### src/rtl/alu_pkt_pkg.sv
// -----------------------------------------------------------------------------
// alu_pkt_pkg
// Shared types and constants for the ALU command packet receiver.
//   opcode_e     : recognised arithmetic opcodes
//   state_e      : header/payload parser states
//   HDR_BYTES    : opcode, reserved, LEN lo, LEN hi
//   pkt_is_legal : opcode/length legality check applied once LEN is complete
// -----------------------------------------------------------------------------
package alu_pkt_pkg;

    typedef enum logic [7:0] {
        OP_ADD = 8'hA0,
        OP_MUL = 8'hA1,
        OP_DIV = 8'hA2
    } opcode_e;

    typedef enum logic [2:0] {
        ST_IDLE   = 3'd0,
        ST_RSVD   = 3'd1,
        ST_LEN_LO = 3'd2,
        ST_LEN_HI = 3'd3,
        ST_ACCUM  = 3'd4,
        ST_DRAIN  = 3'd5
    } state_e;

    localparam int HDR_BYTES     = 4;
    localparam int MIN_ARITH_LEN = 12;
    localparam int DIV_LEN       = 12;

    // LEN counts the whole packet; (LEN-4) % 4 == 0 is the same as LEN % 4 == 0.
    function automatic logic pkt_is_legal(input logic [7:0] op, input logic [15:0] len);
        logic ok;
        ok = 1'b0;
        case (op)
            OP_ADD, OP_MUL: ok = (len >= 16'(MIN_ARITH_LEN)) && (len[1:0] == 2'b00);
            OP_DIV:         ok = (len == 16'(DIV_LEN));
            default:        ok = 1'b0;
        endcase
        return ok;
    endfunction

endpackage

### src/rtl/alu_word_packer.sv
// -----------------------------------------------------------------------------
// alu_word_packer
// Assembles little-endian bytes into operand words and holds one completed
// word in an AXI-Stream style output register.
// Ports:
//   clk, rst             : clock, synchronous active-high reset
//   clear_i              : discard the partially assembled word
//   byte_vld_i, byte_i   : accepted payload byte
//   last_i               : the byte being accepted ends the packet
//   force_last_i         : mark a pending output word as the final one
//   byte_idx_o           : position of the next byte within the word
//   m_axis_tdata/tvalid/tlast, m_axis_tready : output word handshake
// -----------------------------------------------------------------------------
module alu_word_packer #(
    parameter int DATA_WIDTH_P = 8,
    parameter int WORD_WIDTH_P = 32
) (
    input  logic                    clk,
    input  logic                    rst,
    input  logic                    clear_i,
    input  logic                    byte_vld_i,
    input  logic [DATA_WIDTH_P-1:0] byte_i,
    input  logic                    last_i,
    input  logic                    force_last_i,
    output logic [1:0]              byte_idx_o,
    output logic [WORD_WIDTH_P-1:0] m_axis_tdata,
    output logic                    m_axis_tvalid,
    input  logic                    m_axis_tready,
    output logic                    m_axis_tlast
);

    localparam int ACC_W = WORD_WIDTH_P - DATA_WIDTH_P;

    // Only the lower three bytes are stored; the fourth goes straight to the output.
    logic [ACC_W-1:0]        acc_q, acc_d;
    logic [1:0]              idx_q, idx_d;
    logic [WORD_WIDTH_P-1:0] tdata_q, tdata_d;
    logic                    tvalid_q, tvalid_d;
    logic                    tlast_q, tlast_d;
    logic                    word_done;

    always_comb begin
        acc_d     = acc_q;
        idx_d     = idx_q;
        word_done = 1'b0;
        if (clear_i) begin
            acc_d = '0;
            idx_d = '0;
        end else if (byte_vld_i) begin
            for (int i = 0; i < 3; i++) begin
                if (idx_q == 2'(i)) begin
                    acc_d[i*DATA_WIDTH_P +: DATA_WIDTH_P] = byte_i;
                end
            end
            idx_d     = idx_q + 2'd1;
            word_done = (idx_q == 2'd3);
        end

        tdata_d  = tdata_q;
        tvalid_d = tvalid_q;
        tlast_d  = tlast_q;
        if (tvalid_q && m_axis_tready) begin
            tvalid_d = 1'b0;
            tlast_d  = 1'b0;
        end
        // A new word may land in the same cycle the old one is taken.
        if (word_done) begin
            tdata_d  = {byte_i, acc_q};
            tvalid_d = 1'b1;
            tlast_d  = last_i;
        end
        if (force_last_i && tvalid_d) begin
            tlast_d = 1'b1;
        end
    end

    always_ff @(posedge clk) begin
        if (rst) begin
            acc_q    <= '0;
            idx_q    <= '0;
            tdata_q  <= '0;
            tvalid_q <= 1'b0;
            tlast_q  <= 1'b0;
        end else begin
            acc_q    <= acc_d;
            idx_q    <= idx_d;
            tdata_q  <= tdata_d;
            tvalid_q <= tvalid_d;
            tlast_q  <= tlast_d;
        end
    end

    assign byte_idx_o    = idx_q;
    assign m_axis_tdata  = tdata_q;
    assign m_axis_tvalid = tvalid_q;
    assign m_axis_tlast  = tlast_q;

endmodule

### src/rtl/alu_packet_rx.sv
// -----------------------------------------------------------------------------
// alu_packet_rx
// Parses framed command packets from the UART byte stream into an opcode and
// a stream of 32-bit operand words for the ALU. Malformed packets are drained
// and flagged on err_o so the stream resynchronises on the next header.
// Optional feature macro: ALU_PKT_TIMEOUT_EN (inter-byte timeout).
// Ports:
//   clk, rst                     : clock, synchronous active-high reset
//   s_axis_tdata/tvalid/tready   : input byte stream
//   m_axis_tdata/tvalid/tready/tlast : operand word stream to the ALU
//   opcode_o                     : opcode of the packet being delivered
//   busy_o                       : parser is inside a packet
//   err_o                        : one-cycle pulse on a rejected packet
// -----------------------------------------------------------------------------
module alu_packet_rx
    import alu_pkt_pkg::*;
#(
    parameter int DATA_WIDTH_P     = 8,
    parameter int WORD_WIDTH_P     = 32,
    parameter int TIMEOUT_CYCLES_P = 1200000
) (
    input  logic                    clk,
    input  logic                    rst,
    input  logic [DATA_WIDTH_P-1:0] s_axis_tdata,
    input  logic                    s_axis_tvalid,
    output logic                    s_axis_tready,
    output logic [WORD_WIDTH_P-1:0] m_axis_tdata,
    output logic                    m_axis_tvalid,
    input  logic                    m_axis_tready,
    output logic                    m_axis_tlast,
    output logic [7:0]              opcode_o,
    output logic                    busy_o,
    output logic                    err_o
);

    // Header fields are byte-defined, so the stream must be 8 bits wide.
    if (DATA_WIDTH_P != 8) begin : g_bad_dw
        $error("alu_packet_rx: DATA_WIDTH_P must be 8");
    end
    if (WORD_WIDTH_P != 4 * DATA_WIDTH_P) begin : g_bad_ww
        $error("alu_packet_rx: WORD_WIDTH_P must equal 4*DATA_WIDTH_P");
    end
    if (TIMEOUT_CYCLES_P < 1) begin : g_bad_tmo
        $error("alu_packet_rx: TIMEOUT_CYCLES_P must be positive");
    end

    state_e      state_q;
    logic [7:0]  op_q;
    logic [7:0]  opcode_q;
    logic [7:0]  len_lo_q;
    logic [15:0] bytes_left_q;
    logic        err_q;

    logic        s_fire;
    logic        m_fire;
    logic [1:0]  byte_idx;
    logic [15:0] pkt_len;
    logic        tmo_fire;

    assign s_fire  = s_axis_tvalid && s_axis_tready;
    assign m_fire  = m_axis_tvalid && m_axis_tready;
    assign pkt_len = {s_axis_tdata, len_lo_q};

`ifdef ALU_PKT_TIMEOUT_EN
    localparam int TMO_W = $clog2(TIMEOUT_CYCLES_P + 1);
    logic [TMO_W-1:0] tmo_q;

    assign tmo_fire = (state_q != ST_IDLE) && !s_fire && (tmo_q == TMO_W'(TIMEOUT_CYCLES_P - 1));

    always_ff @(posedge clk) begin
        if (rst || state_q == ST_IDLE || s_fire || tmo_fire) begin
            tmo_q <= '0;
        end else begin
            tmo_q <= tmo_q + 1'b1;
        end
    end
`else
    assign tmo_fire = 1'b0;
`endif

    // Stall the byte that would complete a word while the previous word is
    // still pending, and stop taking bytes once the payload is complete.
    always_comb begin
        s_axis_tready = 1'b1;
        if (state_q == ST_ACCUM) begin
            if ((bytes_left_q == 16'd0) ||
                (byte_idx == 2'd3 && m_axis_tvalid && !m_axis_tready)) begin
                s_axis_tready = 1'b0;
            end
        end
    end

    always_ff @(posedge clk) begin
        if (rst) begin
            state_q      <= ST_IDLE;
            op_q         <= '0;
            opcode_q     <= '0;
            len_lo_q     <= '0;
            bytes_left_q <= '0;
            err_q        <= 1'b0;
        end else begin
            err_q <= 1'b0;
            if (tmo_fire) begin
                state_q <= ST_IDLE;
                err_q   <= 1'b1;
            end else begin
                case (state_q)
                    ST_IDLE: begin
                        if (s_fire) begin
                            op_q    <= s_axis_tdata;
                            state_q <= ST_RSVD;
                        end
                    end
                    ST_RSVD: begin
                        if (s_fire) begin
                            state_q <= ST_LEN_LO;
                        end
                    end
                    ST_LEN_LO: begin
                        if (s_fire) begin
                            len_lo_q <= s_axis_tdata;
                            state_q  <= ST_LEN_HI;
                        end
                    end
                    ST_LEN_HI: begin
                        if (s_fire) begin
                            if (pkt_is_legal(op_q, pkt_len)) begin
                                opcode_q     <= op_q;
                                bytes_left_q <= pkt_len - 16'(HDR_BYTES);
                                state_q      <= ST_ACCUM;
                            end else if (pkt_len > 16'(HDR_BYTES)) begin
                                err_q        <= 1'b1;
                                bytes_left_q <= pkt_len - 16'(HDR_BYTES);
                                state_q      <= ST_DRAIN;
                            end else begin
                                err_q   <= 1'b1;
                                state_q <= ST_IDLE;
                            end
                        end
                    end
                    ST_ACCUM: begin
                        if (s_fire) begin
                            bytes_left_q <= bytes_left_q - 16'd1;
                        end
                        if (m_fire && m_axis_tlast) begin
                            state_q <= ST_IDLE;
                        end
                    end
                    ST_DRAIN: begin
                        if (s_fire) begin
                            bytes_left_q <= bytes_left_q - 16'd1;
                            if (bytes_left_q == 16'd1) begin
                                state_q <= ST_IDLE;
                            end
                        end
                    end
                    default: state_q <= ST_IDLE;
                endcase
            end
        end
    end

    alu_word_packer #(
        .DATA_WIDTH_P (DATA_WIDTH_P),
        .WORD_WIDTH_P (WORD_WIDTH_P)
    ) u_packer (
        .clk           (clk),
        .rst           (rst),
        .clear_i       (tmo_fire),
        .byte_vld_i    (s_fire && (state_q == ST_ACCUM)),
        .byte_i        (s_axis_tdata),
        .last_i        (bytes_left_q == 16'd1),
        .force_last_i  (tmo_fire),
        .byte_idx_o    (byte_idx),
        .m_axis_tdata  (m_axis_tdata),
        .m_axis_tvalid (m_axis_tvalid),
        .m_axis_tready (m_axis_tready),
        .m_axis_tlast  (m_axis_tlast)
    );

    assign opcode_o = opcode_q;
    assign busy_o   = (state_q != ST_IDLE);
    assign err_o    = err_q;

endmodule

### config.mk
export PLATFORM = sky130hd
export DESIGN_NAME = alu_packet_rx
export DESIGN_NICKNAME = d
export VERILOG_FILES = /design/src/rtl/alu_pkt_pkg.sv /design/src/rtl/alu_word_packer.sv /design/src/rtl/alu_packet_rx.sv
export SDC_FILE = /design/constraint.sdc
export NUM_CORES = 1
export LEC_CHECK = 0
export ABC_AREA = 1
export BUFFER_PORTS_ARGS = -buffer_cell sky130_fd_sc_hd__buf_2
export CAP_MARGIN = 25
export CORE_ASPECT_RATIO = 2
export CORE_MARGIN = 8
export CORE_UTILIZATION = 35
export CTS_CLUSTER_DIAMETER = 30
export DETAILED_ROUTE_END_ITERATION = 10
export GPL_TIMING_DRIVEN = 0
export PLACE_DENSITY = 0.52
export RECOVER_POWER = 25
export SLEW_MARGIN = 20
export SYNTH_ARGS = -nofsm -noshare
export SYNTH_HDL_FRONTEND = slang
export SYNTH_HIERARCHICAL = 1
export SYNTH_SLANG_ARGS = --single-unit
### constraint.sdc
create_clock -name clk -period 5.7 [get_ports clk]
set_input_delay 0.285 -clock clk [delete_from_list [all_inputs] [get_ports clk]]
set_output_delay 0.285 -clock clk [all_outputs]
set_load 0.02 [all_outputs]
Yosys cells after proc, flatten, opt, wreduce, memory -nomap -nowiden. Cells that the tools add are included.

Register bits after elaboration: 104. Output and inout port bits: 45. Word-level logic and storage cells: 95.

Order comparisons: 2. Bitwise logic cells: 2. Reductions and logical operators: 27. Muxes and demuxes: 26. Eq/ne operators: 22. $add $sub $neg: 3.

Operator list (number): $mux 16 (4); $pmux 16 s2 (1); $mux 3 (9); $eq 8x8->1 const B (3); $pmux 3 s6 (1); $eq 16x1->1 const B (1); $eq 16x4->1 const B (1); $ge 16x4->1 const B (1); $gt 16x3->1 const B (1); $logic_not 16->1 (1); $sub 16x1->16 const B (1); $sub 16x3->16 const B (1); $mux 1 (10); $ne 2x2->1 const B (5); $reduce_and 2->1 (5); $logic_and 1x1->1 (7); $reduce_and 7->1 (1); $eq 3x2->1 const B (2); $eq 3x3->1 const B (2); $ne 2x1->1 const B (3); $eq 2x2->1 const B (2); $logic_not 2->1 (2); $reduce_and 4->1 (1); $reduce_bool 2->1 (2); 13 further kinds (15).

Depth between registers and ports, before layout.
Word-level depth: 13. Depth in mapped cells: 16. Depth with buffers taken out: 14.

By module. Netlist, hierarchy kept.

By module, submodules not included: alu_packet_rx (cells each 439, instances 1, sequential area each 880.8 µm², area each 2880.3 µm²); alu_word_packer (cells each 275, instances 1, sequential area each 1201.2 µm², area each 2195.9 µm²).

Least setup slack after synthesis. Ideal clock, no wire load.

Path type: register to register. Start: reg bytes_left_q[0]. End: reg u_packer.tdata_q[0], in the netlist u_packer/m_axis_tdata[0]. Cell stages (with the launch flop): 16. Setup time: 0.116 ns. Buffers on the path: 3. Setup slack: 3.567 ns. Period minus slack after synthesis: 2.133 ns. Arrival time: 2.018 ns. Cells stage by stage: dfxtp_1 > inv_1 > ha_1 > nand2_2 > nor2_4 > nand2_4 > o21ai_4 > a21oi_4 > buf_6 > nand2_1 > inv_1 > buf_6 > nand3_4 > clkbuf_2 > o21ai_0 > nor2_1.

Word-level cells in the longest chain between the ends: 7.

RTL lines: start, declared (RTL line alu_packet_rx.sv:51) `logic [15:0] bytes_left_q;`; start signal, assigned (RTL line alu_packet_rx.sv:129) `bytes_left_q <= pkt_len - 16'(HDR_BYTES);`; start signal, assigned (RTL line alu_packet_rx.sv:133) `bytes_left_q <= pkt_len - 16'(HDR_BYTES);`; start signal, assigned (RTL line alu_packet_rx.sv:143) `bytes_left_q <= bytes_left_q - 16'd1;`; $logic_not 16->1 (RTL line alu_packet_rx.sv:86) `if ((bytes_left_q == 16'd0) ||`; $logic_or 1x1->1 (RTL line alu_packet_rx.sv:86); $mux 1 (RTL line alu_packet_rx.sv:86); $mux 1 (RTL line alu_packet_rx.sv:85) `if (state_q == ST_ACCUM) begin`; $logic_and 1x1->1 (RTL line alu_packet_rx.sv:60) `assign s_fire = s_axis_tvalid && s_axis_tready;`; $logic_and 1x1->1 (RTL line alu_packet_rx.sv:170) `.byte_vld_i (s_fire && (state_q == ST_ACCUM)),`; $mux 1 (RTL line alu_word_packer.sv:49) `end else if (byte_vld_i) begin`; end signal, assigned (RTL line alu_word_packer.sv:87) `tdata_q <= tdata_d;`; end, declared (RTL line alu_word_packer.sv:37) `logic [WORD_WIDTH_P-1:0] tdata_q, tdata_d;`.

Every way passes these cells. A chain may end at the register's enable or synchronous reset.

Final worst setup path.
Start: reg bytes_left_q[0]. End: reg u_packer.tdata_q[20], in the netlist u_packer/m_axis_tdata[20].

The elaborated chain is that of the path after synthesis.

==> impl_metrics.sql <==
INSERT INTO impl_metrics (metric_group, metric, value, unit) VALUES
('logic_synthesis', 'syn_inst', '714', ''),
('clocking', 'cts_setup_buffers', '0', ''),
('drt', 'post_detailed_routing_wire_length', '14500', 'um'),
('critical_path', 'end_kind', 'register', ''),
('logic_synthesis', 'synth.cell_area', '0.00508', 'sq mm'),
('critical_path', 'max_stage_delay', '0.38', 'ns'),
('logic_synthesis', 'mean_post_synth_cell_area', '7.11', 'sq um'),
('power', 'cellPowerDensity', '399', 'mW/mm^2'),
('drt', 'route.vias.total', '4702', ''),
('clocking', 'cts-root-to-sink-buffers', '2', ''),
('critical_path', 'worst_r2r_path_depth', '15', ''),
('clocking', 'cts_hold_buf', '0', ''),
('critical_path', 'worst-path-max-fanout', '10', ''),
('drt', 'avgRoutedWirePerCell', '14.8', 'um'),
('drt', 'drtIter0Drc', '231', ''),
('sta', 'setup_tns', '0', 'ns'),
('drt', 'detailedRoute.firstPassIterationCount', '4', ''),
('critical_path', 'worst-endpoint-required', '5.95', 'ns'),
('clocking', 'cts_inserted_buffers', '9', ''),
('critical_path', 'timing.critical_path.arrival', '2.84', 'ns'),
('logic_synthesis', 'yosysUniqueCellTypes', '39', ''),
('critical_path', 'worst_r2r_startpoint', 'bytes_left_q[0]', ''),
('global_routing', 'grt_max_degree', '20', ''),
('floorplanning', 'die-width', '101', 'um'),
('critical_path', 'crit_cells', '15', ''),
('job', 'max_cap_viols', '0', ''),
('drt', 'drtAntennaViolNets', '0', ''),
('clocking', 'clk_pin_slew_worst_paths', '0.08', 'ns'),
('logic_synthesis', 'number_of_warnings_printed_during_yosys_synthesis', '6', ''),
('placement', 'hpwl_detailed', '11500', 'um'),
('sta', 'fmaxAchievable', '385', 'MHz'),
('floorplanning', 'initial_utilization', '35.6', '%'),
('sta', 'fin_crit', '2.60', 'ns'),
('sta', 'post-route-period-util', '45.5', '%'),
('critical_path', 'crit_path_start_kind', 'register', ''),
('clocking', 'worstSkewPairLatency', '0.35', 'ns'),
('floorplanning', 'core.rowCount', '62', ''),
('layout', 'num-nets-final', '804', ''),
('critical_path', 'critical_path.n_buffers_inverters', '5', ''),
('clocking', 'cts.repair.resized', '0', ''),
('global_routing', 'globalRoute.totalOverflow', '0', ''),
('drt', 'met3_wl', '501', 'um'),
('sta', 'skew', '0.00866', 'ns'),
('floorplanning', 'number_of_top_level_design_ports', '57', ''),
('hold_path', 'worst_hold_path.num_cells', '2', ''),
('critical_path', 'path_class', 'reg -> reg', ''),
('floorplanning', 'fp.coreArea', '0.0143', 'sq mm'),
('global_routing', 'grt_pass1_wl', '23700', 'um'),
('layout', 'syn_to_final_growth', '15.2', '%'),
('critical_path', 'crit_start', 'bytes_left_q[0]', ''),
('hold_path', 'min_path_type', 'in -> reg', ''),
('power', 'p_total', '2.33', 'mW'),
('layout', 'antenna_cells', '0', ''),
('critical_path', 'worstReg2RegEnd', 'u_packer/m_axis_tdata[20]', ''),
('power', 'power.ir.vdd_worst', '0.000176', 'V'),
('placement', 'port-buffer-count', '55', ''),
('sta', 'drv_slew', '0', ''),
('sta', 'rsz0062_at_grt', 'false', ''),
('sta', 'slew_at_the_pin_closest_to_its_max_slew_limit', '0.771', 'ns'),
('sta', 'relSlewSlack', '48.4', '%'),
('critical_path', 'timing.critical_path.max_delay_family', 'buffers and inverters', ''),
('status', 'outcome', 'completed', ''),
('critical_path', 'cp_slowest_cell', 'dfxtp_1', ''),
('critical_path', 'timing.reg2reg.setup_slack', '3.10', 'ns'),
('floorplanning', 'die_h', '186', 'um'),
('power', 'p_leak', '2.40', 'nW'),
('clocking', 'clkSinkCount', '104', ''),
('drt', 'vias_per_cell', '4.80', ''),
('clocking', 'clock_tree.htree_level_count', '3', ''),
('global_routing', 'antenna_found_initial', '0', ''),
('logic_synthesis', 'synth.yosys.seq_area_share', '41.0', '%');
-- state kept, by name (all words and copies together), names as in the netlist --
signal	flops
state_q	3
op_q	8
u_packer/m_axis_tvalid	1
u_packer/acc_q	24
u_packer/m_axis_tlast	1
err_o	1
bytes_left_q	16
u_packer/m_axis_tdata	32
u_packer/byte_idx_o	2
opcode_o	8
len_lo_q	8
-- cell usage after synthesis (all sizes together) --
| cell type | instances | area share (%) |
|---|---|---|
| xnor2 | 5 | 0.86 |
| buf | 18 | 3.0 |
| nand2 | 119 | 9.8 |
| xor2 | 7 | 1.2 |
| o21ai | 79 | 8.0 |
| nand3 | 56 | 6.5 |
| and2 | 2 | 0.30 |
| inv | 46 | 3.4 |
| nand3b | 4 | 0.67 |
| nor2 | 198 | 16 |
| o31ai | 2 | 0.30 |
| clkbuf | 9 | 0.74 |
| a21oi | 42 | 4.4 |
| conb | 1 | 0.074 |
| or2 | 1 | 0.12 |
| nand4 | 7 | 0.86 |
| a21boi | 1 | 0.15 |
| nor3 | 1 | 0.099 |
| ha | 9 | 2.2 |
| clkinv | 1 | 0.074 |
| and3 | 1 | 0.12 |
| dfxtp | 104 | 41 |
| o211ai | 1 | 0.15 |
-- cells by family (layout without fill, tap and decap cells) --
group                      Yosys count  in the layout  share of synthesized area (%)
and+or+nand+nor                    389            389                           34.4
AOI/OAI and AO/OA                  125            125                           13.0
buffers and inverters               74            145                           7.20
other                                1              4                         0.0739
adders and majority gates            9              9                           2.22
xor gates and xnor gates            12             12                           2.07
DFF                                104            104                           41.0
-- worst min path at each step --
stage	from	endpoint	slack, ns
after floorplan	rst	u_packer/m_axis_tvalid	0.35
after global placement	opcode_o[6]	opcode_o[6]	0.44
after detailed placement	opcode_o[2]	opcode_o[2]	0.45
after CTS	rst	u_packer/m_axis_tvalid	0.17
after global routing	rst	u_packer/m_axis_tvalid	0.18
final	rst	u_packer/m_axis_tvalid	0.17
-- cells in the final DEF, fill, tap and decap left out, drive strengths merged, types with 5 or more instances in the layout --
cell type / synthesis / routed
nor2: 198 / 198
nand2: 119 / 119
dfxtp: 104 / 104
o21ai: 79 / 79
nand3: 56 / 56
clkbuf: 9 / 56
inv: 46 / 49
a21oi: 42 / 42
buf: 18 / 36
ha: 9 / 9
nand4: 7 / 7
xor2: 7 / 7
xnor2: 5 / 5
-- worst register-to-register path, cell delays in order (launching register included) --
cell	delay, ns
dfxtp_1	0.38
inv_1	0.09
ha_1	0.25
nand2_2	0.13
nor2_4	0.07
nand2_4	0.07
o21ai_4	0.06
a21oi_4	0.35
buf_6	0.21
nand2_1	0.06
inv_1	0.07
buf_6	0.14
nand3_4	0.14
clkbuf_2	0.21
o21ai_0	0.21
nor2_1	0.05
-- layout make-up --
class | instances | area [sq um]
multi-input cells | 539 | 2640
well taps | 192 | 240
plain buffers | 27 | 189
inverters | 47 | 176
fillers | 1593 | 8430
flip-flops and latches | 104 | 2080
clock inverters | 6 | 62.6
repair buffers | 55 | 229
clock buffers | 10 | 229
-- per-layer routing --
metal / vias to the layer above / GRT usage, %
met3: 29 / 2.39
met4: 0 / 9.88
li1: 2439 / -
met1: 2148 / 14.3
met5: - / 0
met2: 86 / 31.5
-- per-stage QoR --
| stage | instances | hold WS [ns] | utilization (%) | setup WS, ns | area, sq um |
|---|---|---|---|---|---|
| floorplan | 717 | 0.354 | - | 3.57 | 5090 |
| global placement | 964 | 0.442 | 39.3 | 3.12 | 5600 |
| detailed placement | 964 | 0.448 | 39.3 | 3.09 | 5600 |
| CTS | 980 | 0.166 | 41.3 | 3.08 | 5890 |
| global route | 980 | 0.184 | 41.0 | 2.90 | 5850 |
| finish | 980 | 0.174 | 41.0 | 3.10 | 5850 |
-- power by group --
| group | total (mW) | internal (mW) | switching (mW) |
|---|---|---|---|
| registers | 0.827 | 0.782 | 0.0453 |
| logic | 0.895 | 0.302 | 0.593 |
| clock network | 0.608 | 0.308 | 0.299 |
No activity file was read; power rests on OpenSTA's default activity.
